`src/rtl/mult_sequencer.sv`:
```
// Operand sequencer in front of the parallel multiplier: buffers signed operand
// pairs, launches one product at a time and returns results on a valid/ready port.
module mult_sequencer #(
    parameter int tamano  = 8,
    parameter int DEPTH   = 4,
    parameter int TIMEOUT = 16
) (
    input  logic                    CLOCK,
    input  logic                    RESET,
    input  logic                    IN_VALID,
    output logic                    IN_READY,
    input  logic [tamano-1:0]       IN_A,
    input  logic [tamano-1:0]       IN_B,
    output logic [tamano-1:0]       MULT_A,
    output logic [tamano-1:0]       MULT_B,
    output logic                    MULT_START,
    input  logic                    MULT_END,
    input  logic [2*tamano-1:0]     MULT_S,
    output logic                    OUT_VALID,
    input  logic                    OUT_READY,
    output logic [2*tamano-1:0]     OUT_S,
    output logic                    OUT_ERR,
    output logic [$clog2(DEPTH):0]  COUNT
);

    localparam int AW = $clog2(DEPTH);
    localparam int CW = AW + 1;
    localparam int TW = $clog2(TIMEOUT + 1);
    localparam int PW = 2 * tamano;

    typedef enum logic [1:0] {
        S_IDLE,
        S_LAUNCH,
        S_WAIT,
        S_DONE
    } state_t;

    state_t state;
    state_t state_nxt;

    logic [PW-1:0] mem [DEPTH];
    logic [AW-1:0] wr_ptr;
    logic [AW-1:0] rd_ptr;
    logic [TW-1:0] timer;

    logic push;
    logic pop;
    logic capture;
    logic abort;
    logic nonempty;
    logic tmo;

    assign nonempty = COUNT != '0;
    assign IN_READY = COUNT < CW'(DEPTH);
    assign push     = IN_VALID && IN_READY;
    // Timer holds the WAIT cycles already spent; abort on the last allowed one.
    assign tmo      = timer == TW'(TIMEOUT - 2);

    always_ff @(posedge CLOCK or posedge RESET) begin
        if (RESET) begin
            state <= S_IDLE;
        end else begin
            state <= state_nxt;
        end
    end

    always_comb begin
        state_nxt = state;
        unique case (state)
            S_IDLE: begin
                if (nonempty) state_nxt = S_LAUNCH;
            end
            S_LAUNCH: begin
                state_nxt = S_WAIT;
            end
            S_WAIT: begin
                if (MULT_END || tmo) state_nxt = S_DONE;
            end
            S_DONE: begin
                if (OUT_READY) state_nxt = nonempty ? S_LAUNCH : S_IDLE;
            end
        endcase
    end

    always_comb begin
        MULT_START = 1'b0;
        OUT_VALID  = 1'b0;
        pop        = 1'b0;
        capture    = 1'b0;
        abort      = 1'b0;
        unique case (state)
            S_IDLE: begin
                pop = nonempty;
            end
            S_LAUNCH: begin
                MULT_START = 1'b1;
            end
            S_WAIT: begin
                capture = MULT_END;
                abort   = !MULT_END && tmo;
            end
            S_DONE: begin
                OUT_VALID = 1'b1;
                pop       = OUT_READY && nonempty;
            end
        endcase
    end

    always_ff @(posedge CLOCK) begin
        if (push) mem[wr_ptr] <= {IN_A, IN_B};
    end

    always_ff @(posedge CLOCK or posedge RESET) begin
        if (RESET) begin
            wr_ptr  <= '0;
            rd_ptr  <= '0;
            COUNT   <= '0;
            MULT_A  <= '0;
            MULT_B  <= '0;
            timer   <= '0;
            OUT_S   <= '0;
            OUT_ERR <= 1'b0;
        end else begin
            if (push) wr_ptr <= wr_ptr + AW'(1);
            if (pop) begin
                rd_ptr <= rd_ptr + AW'(1);
                {MULT_A, MULT_B} <= mem[rd_ptr];
            end
            if (push && !pop) begin
                COUNT <= COUNT + CW'(1);
            end else if (pop && !push) begin
                COUNT <= COUNT - CW'(1);
            end
            if (state == S_LAUNCH) begin
                timer <= '0;
            end else if (state == S_WAIT) begin
                timer <= timer + TW'(1);
            end
            if (capture) begin
                OUT_S   <= MULT_S;
                OUT_ERR <= 1'b0;
            end else if (abort) begin
                OUT_S   <= '0;
                OUT_ERR <= 1'b1;
            end
        end
    end

endmodule

```
`config.mk`:
```
export PLATFORM = sky130hd
export DESIGN_NAME = mult_sequencer
export DESIGN_NICKNAME = d
export VERILOG_FILES = /design/src/rtl/mult_sequencer.sv
export SDC_FILE = /design/constraint.sdc
export NUM_CORES = 1
export LEC_CHECK = 0
export BUFFER_PORTS_ARGS = -buffer_cell sky130_fd_sc_hd__buf_2
export CAP_MARGIN = 20
export CORE_UTILIZATION = 42
export CTS_BUF_LIST = sky130_fd_sc_hd__clkbuf_16
export CTS_CLUSTER_DIAMETER = 100
export DETAILED_ROUTE_END_ITERATION = 12
export PLACE_DENSITY_LB_ADDON = 0.05
export SYNTH_ARGS = -nofsm -noshare
export SYNTH_HDL_FRONTEND = slang
export SYNTH_SLANG_ARGS = --single-unit
```
`constraint.sdc`:
```
create_clock -name CLOCK -period 3.2 [get_ports CLOCK]
set_clock_uncertainty 0.1 [all_clocks]
set_input_delay 0.32 -clock CLOCK [delete_from_list [all_inputs] [get_ports CLOCK]]
set_output_delay 0.32 -clock CLOCK [all_outputs]
set_load 0.005 [all_outputs]
```
---- After elaboration in Yosys (flattened, before gate mapping) ----
Memory sizes are Yosys's and may differ from the RTL's. A register that Yosys moved wholly into a read port is not among the register bits.
Index checks and enable logic that the tools add are counted.
cells by class
  $add $sub $neg .......................... 5
  multipliers ............................. 0
  divide/modulo/power cells ............... 0
  $lt $le $gt $ge ......................... 1
  equality and inequality tests ........... 7
  shifts and indexed selects .............. 0
  muxes and demuxes ....................... 20
  bitwise gates (word level) .............. 0
  reductions and logical operators ........ 15
operators by type and width
  cell                                                                number
  16-bit 2-to-1 mux                                                   2
  5-bit 2-to-1 mux                                                    2
  1-bit 2-to-1 mux                                                    9
  2-bit case mux with 4 select lines                                  1
  2-bit 2-to-1 mux                                                    3
  3-bit 2-to-1 mux                                                    2
  2-bit inequality test, second input constant                        3
  2-bit nonzero test                                                  3
  5-bit by 1-bit adder with 5-bit output, second input constant       1
  5-bit by 4-bit == test with 1-bit output, second input constant     1
  1-bit logical AND                                                   5
  2-bit by 1-bit adder with 2-bit output, second input constant       2
  2-bit == test, second input constant                                2
  3-bit by 1-bit adder with 3-bit output, second input constant       1
  1-bit zero test                                                     3
  3-bit less-than comparator, second input constant                   1
  3-bit AND reduction                                                 1
  3-bit nonzero test                                                  1
  3-bit by 1-bit subtractor with 3-bit output, second input constant  1
  2-bit by 1-bit == test with 1-bit output, second input constant     1
  2-bit zero test                                                     1
  1-bit case mux with 2 select lines                                  1
  1-bit logical OR                                                    1
storage, ports and cells
  flip-flop bits (word level) ............. 31
  bits in latches ......................... 0
  memory bits (writable) .................. 64
  bits in read-only memories .............. 0
  output and inout port bits .............. 39
  memories ................................ 1
memory list
  memory  depth  bits a word  read ports  clocked after memory_dff  write ports  line  source
  mem     4      16           1           1                         1            41    logic [PW-1:0] mem [DEPTH];

---- Logic depth before layout (Yosys ltp) ----
  word-level depth ........................ 6
  mapped depth ............................ 12
  gate-level depth less buffers ........... 11

---- Least setup slack after synthesis ----
OpenSTA, ideal clock, no wires.
  kind .................................... reg-to-reg
  start point ............................. register state[0]
  end point ............................... register COUNT[1]
  arrival ................................. 2363 ps
  data required time ...................... 2975 ps
  path slack .............................. 613 ps
  cell stages (with the launch flop) ...... 10
  path buffers ............................ 1
  period minus slack after synthesis ...... 2587 ps
  cell sequence ........................... dfrtp_1 inv_1 ha_1 nor3_4 buf_6 inv_1 ha_1 inv_1 fa_1 mux2_2
between the ends
  word-level cells in the longest chain between the ends .. 5
  elaborated cells on any way between the ends .. 8
ends and longest elaborated chain
  what                                                           line  source
  start, declared                                                38    state_t state;
  start signal, assigned                                         63    state <= state_nxt;
  2-bit == test / 2-bit zero test (equally long branches)        91    unique case (state)
  1-bit case mux with 2 select lines (*)                         91
  1-bit zero test                                                129   if (push && !pop) begin
  1-bit logical AND                                              129
  3-bit 2-to-1 mux / 2-bit nonzero test (equally long branches)  n/a
  end signal, assigned                                           130   COUNT <= COUNT + CW'(1);
  end signal, assigned                                           132   COUNT <= COUNT - CW'(1);
  end, declared                                                  23    output logic [$clog2(DEPTH):0] COUNT
Mark *: on every way between the ends. The rest lies on a longest branch, timed or not.
A chain may end at the register's enable or synchronous reset.

---- Worst setup path in the final report ----
Ends and elaborated chain as after synthesis.

==> results.toml <==
[outcome]
status = "complete, no violations"

[setup_path]
reg2regPathDepth = 8
cp-endpoint = "COUNT[1]"
crit_chain = "inv_1 > ha_1 > nor3_4 > inv_1 > ha_1 > inv_1 > fa_1 > mux2_2"
rr_startpoint = "state[0]"
critPathKind = "register to register"
critical-path-top-delay-family = "adder cells"
cp_num_buf_inv = 3
crit_path_end_kind = "register"
crit_path_max_incr_delay_ns = 0.42
crit_path_start = "state[0]"
cp_max_fo = 7
critPathSlowestCell = "ha_1"
start_kind = "register"
crit_required_ns = 3.33
r2r-end = "COUNT[1]"
worstPathArrival_ns = 2.46
r2r_setup_slack_ns = 0.87
crit_top_cell = "inv_1"
path_depth = 8

[layout]
synthToLayoutAreaGrowth_pct = 19.7
diodes = 0
drive_gt1_share_pct = 38.1
fin_nets = 376

[clock_network]
cts-buffers-inserted = 9
clock_latency_ns = 0.34
clkTransAtPathRegs_ns = 0.07
tritoncts = "done"
ctsResizeCount = 0
clock-sinks = 111
cts_buffer_depth = 2
htree_levels = 3
root_buffer = "clkbuf_16"

[placed_design]
portBuffers = 75
post-dp-hpwl_mm = 4.90
gp_congestion = 0.692

[logic_synthesis]
synth.most_common_cell = "edfxtp_1"
synth-adder-area-share_pct = 3.81
ys_ff_latch = 111
synth_top_area_share_pct = 43.0
synthMuxAreaShare_pct = 13.9
seq_area_frac_synth_pct = 69.3
synthFlopType = "edfxtp_1"
synth_top_family_by_area = "multiplexers"
ys_top_cells_by_area = "edfxtp_1 (43%), dfrtp_1 (26%), mux4_1 (4.7%)"
synthCells = 242
syn_avg_cell_area_um2 = 18.5
synth.top_cells.by_count = "edfxtp_1 (64), dfrtp_1 (47), a22o_1 (17), ha_1 (12), inv_1 (12)"
synth-compound-area-share_pct = 5.85
synthXorXnorAreaFrac_pct = 1.18
synth_area_um2 = 4470
async_flop_share_pct = 42.3
synth_fp_nets = 292
synth_simple_gate_area_share_pct = 3.28
yosysUniqueCellTypes = 40
synth-edff-count = 64
ys_warn_count = 0
synth_top_area_cell = "edfxtp_1"

[grt]
grt_max_degree = 48
overflow = 0
grt_pass1_wl_mm = 12.7
antenna_found_initial = 0
track_usage_pct = 15.6
grt_pass1_vias = 2412

[timing]
slew-limit-headroom_pct = 49.0
hold_viol = 0
finalSetupTns_ns = 0
setup_violations = 0
slew_viol_final = 0
max_freq_ghz = 0.429
whs_ns = 0.0888
rsz0062_at_grt = "false"
finalCritPeriodShare_pct = 72.9
worst_slew_pin_slew_ns = 0.764
finalCriticalPeriod_ns = 2.33

[floorplan]
start_util_pct = 43.3
rows = 37
die_h_um = 105
die_width_um = 105
dieArea_um2 = 11100
io_pins = 76
core_area_um2 = 10300

[job]
drv_cap = 0

[pwr]
p_leak_nw = 2.23
clockPowerShare_pct = 23.8
switchingPower_mw = 1.53
switching_share_pct = 30.1
power.internal_mw = 3.55
peakVddDrop_uv = 387
p_per_area_nw_per_um2 = 950
comb_power_share_pct = 32.4
p_seq_share_pct = 43.8

[routing]
firstDrtPassIters = 4
drc = 0
via_count = 2302
vias_per_cell = 4.93
postRouteAntennaNets = 0
wl_per_cell_um = 16.7
drt_iter0_markers = 102
wl_mm = 7.80

[hold_path]
hold_path_class = "input port to register"
## cell usage in the layout (no fill, tap or decap), types with 2 or more instances in the layout
master and n:
a22o_1 17, buf_4 6, ha_1 12, inv_1 11, mux4_2 8, xor2_1 3
clkbuf_16 9, mux2_4 8, nand2_1 4, mux2_2 9, nor4b_1 2, xnor2_1 3
buf_2 75, inv_6 2, and2_1 5, dfrtp_1 47, mux4_1 8, a21oi_1 2
edfxtp_1 64, bufinv_16 2, o21ai_0 6, o31ai_1 2, nor2b_1 3
## stage by stage
stage	cells	setup WS, ns	power, mW	instance area, um2	util, %
2_1_floorplan	242	0.613	3.41	4470	-
3_3_place_gp	449	0.910	3.92	4990	48.3
3_5_place_dp	449	0.875	3.94	4990	48.3
4_1_cts	465	0.863	5.17	5320	51.5
5_1_grt	467	0.738	5.43	5350	51.8
6_report	467	0.868	5.08	5350	51.8
## final cells by class
cell class / count / area, um2
Fill cell: 838 / 4980
Sequential cell: 111 / 3100
Multi-Input combinational cell: 109 / 1250
Timing Repair Buffer: 83 / 450
Clock buffer: 9 / 225
Tap cell: 136 / 170
Clock inverter: 7 / 106
Inverter: 12 / 45.0
## worst min path at each step
stage	startpoint	end	slack, ns	depth (start not counted)
2_1_floorplan	IN_B[0]	mem[0][0]	0.32	0
3_3_place_gp	timer[4]	timer[4]	0.37	1
3_5_place_dp	timer[4]	timer[4]	0.37	1
4_1_cts	IN_A[3]	mem[3][11]	0.07	1
5_1_grt	IN_A[0]	mem[3][8]	0.08	1
6_report	IN_A[3]	mem[3][11]	0.09	1
## timing repair
| action | in CTS | in global routing |
|---|---|---|
| endpoints found under the hold margin | 0 | 13 |
| hold buffers | 0 | 1 |
| setup endpoints to repair | 0 | 0 |
| setup buffers | 0 | 0 |
## state kept, by name (all words and copies together), names as in the netlist
signal / count
MULT_B: 8
OUT_S: 16
rd_ptr: 2
OUT_ERR: 1
timer: 5
mem: 64
wr_ptr: 2
state: 2
MULT_A: 8
COUNT: 3
## power by group through the flow
stage	Combinational [mW]	Sequential [mW]	Clock, mW
6_report	1.65	2.23	1.21
5_1_grt	1.83	2.29	1.31
2_1_floorplan	1.24	2.17	0
4_1_cts	1.68	2.24	1.25
3_5_place_dp	1.67	2.27	0
3_3_place_gp	1.67	2.25	0
## layer usage
layer / track usage (%) / part of all wire (%) / vias up
met5: 0 / 0 / -
met4: 4.83 / 0.94 / 0
met3: 4.43 / 4.3 / 5
met2: 25.6 / 49 / 63
met1: 20.1 / 46 / 1130
li1: - / - / 1104
## kinds of logic (layout without fill, tap and decap cells)
group                      after synthesis  after routing
muxes                                   34             34
DFF                                    111            111
adders and majority gates               13             13
buffers and inverters                   22            111
and+or+nand+nor                         22             22
AOI/OAI and AO/OA                       34             34
xor gates and xnor gates                 6              6
(Power assumes the default switching activity.)
